--- config.mk ---
export PLATFORM = sky130hd
export DESIGN_NAME = pipe_stage_skid
export DESIGN_NICKNAME = d
export VERILOG_FILES = /design/src/rtl/pipe_stage_skid_pkg.sv /design/src/rtl/pipe_stage_skid_sat_counter.sv /design/src/rtl/pipe_stage_skid.sv
export SDC_FILE = /design/constraint.sdc
export NUM_CORES = 1
export LEC_CHECK = 0
export ABC_AREA = 1
export CAP_MARGIN = 20
export CELL_PAD_IN_SITES_DETAIL_PLACEMENT = 1
export CELL_PAD_IN_SITES_GLOBAL_PLACEMENT = 1
export CORE_MARGIN = 5
export CORE_UTILIZATION = 40
export CTS_CLUSTER_SIZE = 24
export DETAILED_ROUTE_END_ITERATION = 7
export DONT_BUFFER_PORTS = 1
export PLACE_DENSITY_LB_ADDON = 0.1
export SYNTH_ARGS = -nofsm -noshare
export SYNTH_HDL_FRONTEND = slang
export SYNTH_SLANG_ARGS = --single-unit
--- constraint.sdc ---
create_clock -name clk -period 1.5 [get_ports clk]
set_input_delay 0.3 -clock clk [delete_from_list [all_inputs] [get_ports clk]]
set_output_delay 0.3 -clock clk [all_outputs]
set_load 0.01 [all_outputs]
--- src/rtl/pipe_stage_skid_pkg.sv ---
// Shared definitions for the pipeline-boundary skid stages: state encoding
// and the payload widths used at each boundary.
package pipe_stage_skid_pkg;

  localparam logic [1:0] ST_EMPTY = 2'd0;
  localparam logic [1:0] ST_ONE   = 2'd1;
  localparam logic [1:0] ST_FULL  = 2'd2;

  localparam int DEF_CTRL_W = 12;
  localparam int DEF_DATA_W = 128;
  localparam int DEF_CNT_W  = 16;

  typedef struct packed {
    logic [15:0] ctrl_w;
    logic [15:0] data_w;
  } bnd_cfg_t;

  // Per-boundary payload widths (control bits, data bits).
  localparam bnd_cfg_t IFID_CFG  = '{ctrl_w: 16'd2,  data_w: 16'd64};
  localparam bnd_cfg_t IDEX_CFG  = '{ctrl_w: 16'd12, data_w: 16'd128};
  localparam bnd_cfg_t EXMEM_CFG = '{ctrl_w: 16'd6,  data_w: 16'd101};
  localparam bnd_cfg_t MEMWB_CFG = '{ctrl_w: 16'd3,  data_w: 16'd69};

endpackage

--- src/rtl/pipe_stage_skid_sat_counter.sv ---
// Saturating up-counter with synchronous clear; holds at all-ones.
module sat_counter #(
  parameter int CNT_W = 16
) (
  input  logic             clk,
  input  logic             clr,
  input  logic             inc,
  output logic [CNT_W-1:0] cnt
);

  always_ff @(posedge clk) begin
    if (clr)                    cnt <= '0;
    else if (inc && cnt != '1)  cnt <= cnt + CNT_W'(1);
  end

endmodule

--- src/rtl/pipe_stage_skid.sv ---
// Two-entry skid pipeline register: in_ready depends only on registered
// state, so there is no combinational path from out_ready to in_ready.
module pipe_stage_skid
  import pipe_stage_skid_pkg::*;
#(
  parameter int CTRL_W = DEF_CTRL_W,
  parameter int DATA_W = DEF_DATA_W,
  parameter int CNT_W  = DEF_CNT_W
) (
  input  logic              clk,
  input  logic              rstn,
  input  logic              flush,
  input  logic              in_valid,
  output logic              in_ready,
  input  logic [CTRL_W-1:0] in_ctrl,
  input  logic [DATA_W-1:0] in_data,
  output logic              out_valid,
  input  logic              out_ready,
  output logic [CTRL_W-1:0] out_ctrl,
  output logic [DATA_W-1:0] out_data,
  output logic [CNT_W-1:0]  stall_cnt
);

  logic [1:0]        state;
  logic [CTRL_W-1:0] main_ctrl, skid_ctrl;
  logic [DATA_W-1:0] main_data, skid_data;
  logic              in_ready_q;
  logic              xin, xout;

  assign xin  = in_valid & in_ready_q;
  assign xout = out_valid & out_ready;

  always_ff @(posedge clk) begin
    if (!rstn) begin
      state      <= ST_EMPTY;
      in_ready_q <= 1'b1;
      main_ctrl  <= '0;
      skid_ctrl  <= '0;
      main_data  <= '0;
      skid_data  <= '0;
    end else if (flush) begin
      // Data entries are left as-is; only control is scrubbed on redirect.
      state      <= ST_EMPTY;
      in_ready_q <= 1'b1;
      main_ctrl  <= '0;
      skid_ctrl  <= '0;
    end else begin
      case (state)
        ST_EMPTY: if (xin) begin
          main_ctrl <= in_ctrl;
          main_data <= in_data;
          state     <= ST_ONE;
        end
        ST_ONE: begin
          if (xin && xout) begin
            main_ctrl <= in_ctrl;
            main_data <= in_data;
          end else if (xout) begin
            state <= ST_EMPTY;
          end else if (xin) begin
            skid_ctrl  <= in_ctrl;
            skid_data  <= in_data;
            state      <= ST_FULL;
            in_ready_q <= 1'b0;
          end
        end
        ST_FULL: if (xout) begin
          main_ctrl  <= skid_ctrl;
          main_data  <= skid_data;
          state      <= ST_ONE;
          in_ready_q <= 1'b1;
        end
        default: begin
          state      <= ST_EMPTY;
          in_ready_q <= 1'b1;
        end
      endcase
    end
  end

  assign in_ready  = in_ready_q;
  assign out_valid = (state != ST_EMPTY);
  assign out_ctrl  = out_valid ? main_ctrl : '0;
  assign out_data  = main_data;

  sat_counter #(.CNT_W(CNT_W)) u_stall_cnt (
    .clk (clk),
    .clr (~rstn),
    .inc (out_valid & ~out_ready),
    .cnt (stall_cnt)
  );

endmodule

==> implementation parameters <==
Parameter                              Value

Worst setup path
  Critical path startpoint    in_ready$_SDFFE_PP1P_
  Data required, critical path    approximately 1.9 ns
  Reg-to-Reg Start    in_ready$_SDFFE_PP1P_
  Largest driver fanout on the critical path    10
  Critical Path Start Type    flop
  WP data arrival    2.06 ns
  Crit. End Element    flop
  Reg2reg setup slack    -0.14 ns
  Category of the critical setup timing path    flop to flop
  Length in cells of the worst reg-to-reg path    7

Placed design
  Placed cell areas    0.0129 sq mm
  Global placer's final weighted congestion    0.751
  Detailed Place HPWL    between 20 and 25 mm
  Total of buffers placed on input and output ports    0
  Placed Instances    2056
  Post-Place Setup Slack    -0.117 ns

Timing
  Slew at the pin closest to its max-slew limit    0.853 ns
  Worst slew margin    43.1%
  Final min period    1.64 ns
  Setup repair after global routing missed its margin    yes
  Final total negative setup slack    -12.60 ns
  Hold Violations, Final    92
  Highest clock rate    just over 600 MHz
  Finish-stage setup viols    242
  Hold Slack    -0.0802 ns
  Final setup skew    0.00958 ns
  PnR worst setup slack    -0.136 ns
  Total count of max-transition violations in the final report    0
  Post-route fraction of the period consumed by the critical path    109%

Power and ir drop
  Leakage dissipation    6.31 nW
  Maximum resistive drop on vdd    approximately 0.00074 V
  Power Dens Cells    1180 mW/mm^2
  Total design power    18.4 mW

Clock tree
  H-tree depth reported by CTS    2
  Sink count of the clock tree    299
  Clock buffers created by TritonCTS    36
  Worst-skew pair later-pin latency    0.50 ns
  Clock tree from TritonCTS    done
  CTS root buffer    clkbuf_16
  Clock-pin slew on the worst setup and hold paths    0.06 ns
  Largest buffer count on any clock path    3

Logic synthesis
  Area of the mapped netlist    0.0122 sq mm
  Top cell type's share of synthesized area    between 40% and 50%
  Number of synthesized register bits    ~300
  Seq/Total Area, Yosys    49.0%
  Average instance area after synthesis    7.10 sq um
  Number of unique standard cell types used by synthesis    22
  Synth area leaders    dfxtp_1, o21ai_0, nor2_1
  Cells after synthesis    ~1700
  Area leader, netlist    dfxtp_1
  Number of nets produced by synthesis    1866
  YS warnings    0

Cells and area
  Area growth from synthesis to layout    27.9%
  Post-layout util    about half
  Share of final-layout standard cells stronger than drive strength 1    around 14%
  Seq. cell area    0.00600 sq mm
  Commonest non-fill, non-tap cells in the layout    dfxtp_1, nor2_1, o21ai_0
  Final instance count without filler cells    2191
  Post-route design area    about 0.016 sq mm
  Final antenna diode count    0
  Fill cell instance count of the final layout    3665
  Fin nets    between 1500 and 2000
  Area occupied by multi-input gates    0.00549 sq mm
  Leading cell type in the layout, fill and taps excluded    dfxtp_1

Detailed routing
  Routed via count divided by cell count    between 5 and 6
  DRC violations left    0
  Number of violations reported at the end of detailed-routing iteration 0    602
  Total routed wirelength    about 43 mm
  Residual antenna-violating net count after detailed routing    0
  Average routed wire per standard cell    19.8 um
  Count of vias placed by the detailed router    roughly 12000
  Router iterations before antenna repair    4

Flow run
  Max-cap violations    0

Global route
  Largest net degree at the start of global routing    263
  Global-route met2 utilization    34.7%
  Met1 track utilization from global routing    roughly a quarter
  Number of global-route vias before repair    approximately 11000
  First-pass GRT wire length    between 50 and 60 mm
  GR met3 Demand/Resource    a little over 9%
  Number of antenna violations at the first check in global routing    0
  Busiest layer in global routing    met2
  Leftover overflow at the end of global routing    0
  Overall fraction of global-route tracks in use    20.7%

Die
  Width of the die    approximately 180 um
  Die height    approximately 180 um
  Initial standard-cell utilization of the core    40.3%
  Floorplan Core Area    approximately 0.030 sq mm
  Die footprint    roughly 0.034 sq mm
  Number of top-level pins    a little over 300
  Total number of placement rows    64

Hold path
  Type of the tightest min-delay check    primary input to flop
  Hold path start    rstn
  Cell count of the worst hold path    2

Outcome
  Status    finished, violations left
  Failing checks    hold timing, setup timing
sequential cells by signal, summed over array words and instances, names as in the netlist:
| signal | flops |
|---|---|
| main_ctrl | 12 |
| in_ready | 1 |
| out_data | 128 |
| u_stall_cnt.cnt | 16 |
| state | 2 |
| skid_ctrl | 12 |
| skid_data | 128 |
report_power, final:
group          leakage (nW)  switching [mW]  internal [mW]
clock                 0.553            3.31           5.08
combinational          3.32           0.760          0.609
sequential             2.44           0.358           8.26
Yosys cell counts (all sizes together):
master	n
a211oi	9
a21oi	151
buf	53
clkbuf	71
dfxtp	299
ha	1
inv	165
nand2	214
nand3	13
nand4	6
nor2	321
nor3	2
o21ai	409
xnor2	2
xor2	4
path summary, 6_finish.rpt:
path | to
max | skid_data[9]$_SDFFE_PN0P_
min | skid_data[90]$_SDFFE_PN0P_
max reg2reg | skid_data[9]$_SDFFE_PN0P_
min reg2reg | skid_data[18]$_SDFFE_PN0P_
kinds of logic after synthesis:
logic type	after synthesis	share of synthesized area [%]
buffers and inverters	289	9.44
and+or+nand+nor	556	17.5
AOI/OAI and AO/OA	569	23.5
xor gates and xnor gates	6	0.430
adders and majority gates	1	0.102
DFF	299	49.0
what timing repair did:
item / CTS / global route
hold buffers: 19 / 11
pin swaps: 3 / 8
resized for setup: 22 / 148
gates cloned: 2 / 35
hold endpoints to repair: 273 / 209
buffers inserted: 0 / 8
setup endpoints to repair: 186 / 267
per-layer routing:
metal | wire length (um) | share of wire [%]
met5 | 0 | 0
met4 | 985 | 2.3
met3 | 4030 | 9.3
met2 | 20400 | 47
met1 | 18000 | 41
cell type report:
cell class / instances / area share, %
Tap cell: 396 / 3.17
Clock buffer: 56 / 6.89
Timing Repair Buffer: 135 / 12.1
Clock inverter: 4 / 0.312
Multi-Input combinational cell: 1136 / 35.1
Inverter: 165 / 3.99
Sequential cell: 299 / 38.4
worst max-delay path, stage by stage, from the launching register on:
cell	delay [ns]
dfxtp_1	0.34
nand2_2	0.09
nor3_4	0.24
buf_12	0.19
nand2_8	0.11
buf_8	0.22
clkbuf_16	0.18
a21oi_1	0.18
(Power assumes the default switching activity.)
